[src/rtl/inertial_integrator_pkg.sv]
// Shared segway definitions: integrator FSM states, fusion gain constants and
// the 16-bit saturation helper also used by the PID stage.
package inertial_integrator_pkg;

    typedef enum logic {
        CAL = 1'b0,
        RUN = 1'b1
    } inert_state_t;

    // Accelerometer-to-pitch gain and the shift that rescales the product.
    localparam int FUS_GAIN  = 327;
    localparam int FUS_SHIFT = 13;

    // Overflow shows up as the two top bits of the 17-bit value disagreeing.
    function automatic logic [15:0] sat16(input logic [16:0] x);
        logic [15:0] r;
        case (x[16:15])
            2'b01:   r = 16'h7FFF;
            2'b10:   r = 16'h8000;
            default: r = x[15:0];
        endcase
        return r;
    endfunction

endpackage

[src/rtl/inertial_integrator_gyro_cal.sv]
// Gyro offset calibration: averages 2^CAL_LOG2 accepted samples into offset.
// offset only changes when a full window completes, so recal keeps the old one.
module gyro_cal #(
    parameter int CAL_LOG2 = 3
) (
    input  logic        clk,
    input  logic        rst_n,
    input  logic        clr,
    input  logic        en,
    input  logic [15:0] sample,
    output logic [15:0] offset,
    output logic        cal_last
);

    localparam int ACC_W = 16 + CAL_LOG2;

    logic [ACC_W-1:0]    acc;
    logic [ACC_W-1:0]    acc_nxt;
    logic [CAL_LOG2-1:0] cnt;

    assign acc_nxt  = acc + {{CAL_LOG2{sample[15]}}, sample};
    assign cal_last = en && (cnt == {CAL_LOG2{1'b1}});

    always_ff @(posedge clk or negedge rst_n) begin
        if (!rst_n) begin
            acc    <= '0;
            cnt    <= '0;
            offset <= '0;
        end else if (clr) begin
            acc <= '0;
            cnt <= '0;
        end else if (en) begin
            if (cal_last) begin
                // Arithmetic shift by CAL_LOG2, low 16 bits, done as a slice.
                offset <= acc_nxt[CAL_LOG2 +: 16];
                acc    <= '0;
                cnt    <= '0;
            end else begin
                acc <= acc_nxt;
                cnt <= cnt + 1'b1;
            end
        end
    end

endmodule

[src/rtl/inertial_integrator.sv]
// Pitch / pitch-rate integrator feeding PID. Define INERT_FUSION_EN to build the
// complementary accelerometer fusion; without it ptch is pure gyro integration.
module inertial_integrator
    import inertial_integrator_pkg::*;
#(
    parameter int          CAL_LOG2    = 3,
    parameter logic [15:0] AZ_OFFSET   = 16'h00A0,
    parameter int          FUSION_STEP = 1024
) (
    input  logic        clk,
    input  logic        rst_n,
    input  logic        vld,
    input  logic [15:0] ptch_rt_raw,
    input  logic [15:0] AZ,
    input  logic        recal,
    output logic [15:0] ptch,
    output logic [15:0] ptch_rt,
    output logic        vld_out,
    output logic        cal_done
);

    inert_state_t state_q, state_d;

    logic        sample_ok, cal_en, run_en;
    logic        cal_last;
    logic [15:0] offset;
    logic [16:0] rt_diff;
    logic [15:0] rt_comp;
    logic [26:0] ptch_int;
    logic [26:0] fusion;

    // recal beats a coincident sample, which is dropped.
    assign sample_ok = vld && !recal;
    assign cal_en    = sample_ok && (state_q == CAL);
    assign run_en    = sample_ok && (state_q == RUN);

    gyro_cal #(.CAL_LOG2(CAL_LOG2)) u_gyro_cal (
        .clk      (clk),
        .rst_n    (rst_n),
        .clr      (recal),
        .en       (cal_en),
        .sample   (ptch_rt_raw),
        .offset   (offset),
        .cal_last (cal_last)
    );

    always_ff @(posedge clk or negedge rst_n) begin
        if (!rst_n) state_q <= CAL;
        else        state_q <= state_d;
    end

    always_comb begin
        state_d = state_q;
        if (recal)                         state_d = CAL;
        else if (state_q == CAL && cal_last) state_d = RUN;
    end

    always_comb begin
        cal_done = (state_q == RUN);
    end

    assign rt_diff = {ptch_rt_raw[15], ptch_rt_raw} - {offset[15], offset};
    assign rt_comp = sat16(rt_diff);
    assign ptch    = ptch_int[26:11];

`ifdef INERT_FUSION_EN
    localparam logic signed [25:0] GAIN_S = 26'(FUS_GAIN);

    logic signed [15:0] az_comp;
    logic signed [25:0] prod;
    logic signed [15:0] ptch_acc;
    logic               unused_prod_lo;

    assign az_comp  = AZ - AZ_OFFSET;
    assign prod     = az_comp * GAIN_S;
    assign ptch_acc = {{3{prod[25]}}, prod[25:FUS_SHIFT]};
    assign unused_prod_lo = ^prod[FUS_SHIFT-1:0];

    // Pull the integrator one step toward the accelerometer pitch.
    assign fusion = (ptch_acc > $signed(ptch)) ? 27'(FUSION_STEP)
                                               : -27'(FUSION_STEP);
`else
    logic unused_fusion_cfg;

    assign unused_fusion_cfg = ^{AZ, AZ_OFFSET, 32'(FUSION_STEP)};
    assign fusion            = '0;
`endif

    always_ff @(posedge clk or negedge rst_n) begin
        if (!rst_n) begin
            ptch_int <= '0;
            ptch_rt  <= '0;
            vld_out  <= 1'b0;
        end else begin
            vld_out <= run_en;
            if (recal || (cal_en && cal_last)) begin
                ptch_int <= '0;
            end else if (run_en) begin
                ptch_int <= ptch_int - {{11{rt_comp[15]}}, rt_comp} + fusion;
                ptch_rt  <= rt_comp;
            end
        end
    end

endmodule

[config.mk]
export PLATFORM = sky130hd
export DESIGN_NAME = inertial_integrator
export DESIGN_NICKNAME = d
export VERILOG_FILES = /design/src/rtl/inertial_integrator_pkg.sv /design/src/rtl/inertial_integrator_gyro_cal.sv /design/src/rtl/inertial_integrator.sv
export SDC_FILE = /design/constraint.sdc
export NUM_CORES = 1
export LEC_CHECK = 0
export ABC_AREA = 1
export CORE_UTILIZATION = 50
export DETAILED_ROUTE_END_ITERATION = 7
export PLACE_DENSITY = 0.71
export SLEW_MARGIN = 20
export SYNTH_ARGS = -nofsm -noshare
export SYNTH_HDL_FRONTEND = slang
export SYNTH_SLANG_ARGS = --single-unit
[constraint.sdc]
create_clock -name clk -period 5.25 [get_ports clk]
set_input_delay 1.05 -clock clk [delete_from_list [all_inputs] [get_ports clk]]
set_output_delay 1.05 -clock clk [all_outputs]
set_load 0.05 [all_outputs]
==> flow_summary.yaml <==
critical_path:
  crit_fanout: 6
  cpMaxStageDelayCell: "clkdlybuf4s50_1"
  regToRegSetupSlack_ps: 1160
  ff2ff_path_depth: 31
  crit_end: "ptch_int[20]"
  cp.required_ps: 5490
  r2r_start: "u_gyro_cal.offset[9]"
  max_stage_delay_ps: 440
  crit_start: "ptch_rt_raw[0]"
  crit_path_end_kind: "flip-flop"
  cp-start-kind: "primary input"
  crit_top_cell: "nand2_1"
  r2r_end: "ptch_int[20]"
  path_class: "in2reg"
  arrival_ps: 5160
synth:
  ys_async_sr_fraction_pct: 100
  avgSynthCellArea_sq_um: 6.72
  ys_warn_count: 0
  ys_ff_latch: 83
  synth_top_area_share_pct: 28.1
  netlist_top_cells_area: "dfrtp_1 28%, nand2_1 18%, ha_1 7.4%"
  synth_largest_area_cell: "dfrtp_1"
  synth_cells: 1100
  synth_nets: 1183
  synth-seq-area-share_pct: 28.1
  synth_flop_cell: "dfrtp_1"
  synth_cell_types: 49
  syn-cell-area_sq_mm: 0.00739
  synth_edf_count: 0
drt:
  drc: 0
  postRouteAntennaNets: 0
  drt-total-wl_mm: 19.0
  dr.pass1.iters: 5
  vias: 7178
  wl_per_cell_um: 13.6
  drtIter0Drc: 365
  via_per_inst: 5.16
global_routing:
  gr-usage-all-layers_pct: 26.6
  grt_pass1_vias: 6783
  grt_pass1_wl_mm: 31.6
  grt-ovfl-total: 0
  grt_max_degree: 44
  grt_antenna_before_repair: 0
floorplan:
  start_util_pct: 51.1
  num_io_pins: 70
  die_w_um: 124
  coreArea_sq_mm: 0.0145
  die_area_sq_mm: 0.0153
  die_h_um: 124
  rows: 44
timing:
  clock.fmax_ghz: 0.203
  slew_viol_final: 0
  fin_ws_ps: 332
  fin_skew_ps: 7.41
  fin_crit_sh_pct: 93.7
  relSlewSlack_pct: 38.2
  whs_ps: 477
  hold_viol: 0
  rsz0062_at_grt: "false"
  finalSetupViolCount: 0
  fin_crit_ps: 4920
  worst_pin_slew_ps: 926
job:
  maxCapViolCount: 0
clock_tree:
  htreeDepth: 3
  cts_hold_buf: 0
  tritoncts: "done"
  cts_buffers: 9
  cts_sinks: 83
  clk_latency_ps: 360
  path_clk_slew_ps: 70
  root_buffer: "clkbuf_16"
  clk_path_buf_depth: 2
power:
  vdd_drop_max_uv: 215
  power_density_mw_per_mm2: 279
  power.leakage_nw: 4.64
  finalPower_w: 0.00247
layout:
  finalNonFillerCells: 1392
  nets: 1286
  finish.utilization_pct: 61.0
  layout_commonest_cell: "nand2_1"
  layout_common_cells: "360 x nand2_1, 136 x inv_1, 83 x dfrtp_1"
  antenna_cells: 0
  drive_gt1_share_pct: 16.1
  area_delta_synth_final_pct: 19.5
placed_design:
  place.gp.congestion: 0.955
  post-place-ws_ps: -305
  dpl.cell_count: 1375
  place_hpwl_mm: 14.8
  io_buffers: 53
hold_path:
  hp-class: "reg2reg"
outcome:
  status: "finished clean"
-- sequential cells by signal, indices dropped and copies added, names as in the netlist --
register	count
u_gyro_cal.offset	16
ptch_rt	16
cal_done	1
vld_out	1
u_gyro_cal.acc	19
u_gyro_cal.cnt	3
ptch_int	27
-- where the power goes --
part           internal, W  switching (W)  leakage [nW]
registers         0.000689      0.0000295          1.13
clock network     0.000421       0.000285         0.151
logic             0.000385       0.000659          3.35
-- layout make-up --
type	count	area [sq um]
Clock buffer	11	233
Clock inverter	5	85.1
Fill cell	1367	5650
Inverter	155	582
Multi-Input combinational cell	823	4510
Sequential cell	83	2080
Tap cell	184	230
Timing Repair Buffer	131	1110
-- logic make-up after synthesis --
| kind of cell | synth area share [%] |
|---|---|
| flops | 28.1 |
| xor+xnor | 2.96 |
| fa+ha+maj | 8.26 |
| buf+inv | 11.4 |
| compound gates | 12.6 |
| simple gates | 36.6 |
-- worst max-delay path, delay by kind of cell --
kind / cells / cell delay (ps)
adder cells (fa/ha/maj): 5 / 1300
AND/OR/NAND/NOR: 21 / 1890
buffers and inverters: 6 / 820
AO/OA/AOI/OAI: 2 / 90
-- per-layer routing --
layer	wire length, um	GRT usage, %
met1	8740	33.2
met5	0	0
met2	9260	47.0
met4	393	7.61
met3	586	4.40
-- worst min-delay path by stage --
| stage | cells after the start | to | from |
|---|---|---|---|
| 3_5_place_dp | 2 | ptch_rt[12] | ptch_rt[12] |
| 2_1_floorplan | 2 | u_gyro_cal.offset[15] | u_gyro_cal.offset[15] |
| 6_report | 2 | ptch_rt[12] | ptch_rt[12] |
| 4_1_cts | 2 | ptch_rt[12] | ptch_rt[12] |
| 3_3_place_gp | 2 | ptch_rt[12] | ptch_rt[12] |
| 5_1_grt | 2 | ptch_rt[12] | ptch_rt[12] |
-- synthesized netlist by cell type (2+ instances only) --
master	number
xnor2_1	12
a21oi_2	2
nand3_1	71
nand3b_1	5
a22o_1	4
fa_1	3
nand4_1	16
nand3_2	5
nand2_2	29
xor2_1	13
buf_4	17
a21boi_0	3
buf_2	6
nor2_2	8
inv_1	137
nor2_4	4
ha_1	44
o21ai_0	73
or2_2	2
o22ai_1	5
buf_6	2
inv_2	17
nor3_2	2
o211ai_1	2
o21bai_1	6
nand2_1	362
a31oi_1	6
nor2_1	46
clkbuf_1	11
nand2_4	15
and3_1	2
o21ai_1	7
nand4_2	6
a21o_1	2
a21oi_1	58
and2_1	2
dfrtp_1	83
-- stage by stage --
step,instance area [sq um],TNS [ps]
2_1_floorplan,7390,0
3_3_place_gp,8470,-1970
3_5_place_dp,8470,-3380
4_1_cts,8790,0
5_1_grt,8830,0
6_report,8830,0
-- timing repair --
item                       in CTS  in global routing
setup endpoints to repair       0                 20
setup buffers                   0                  1
gates resized for setup         0                 11
(Power assumes the default switching activity.)
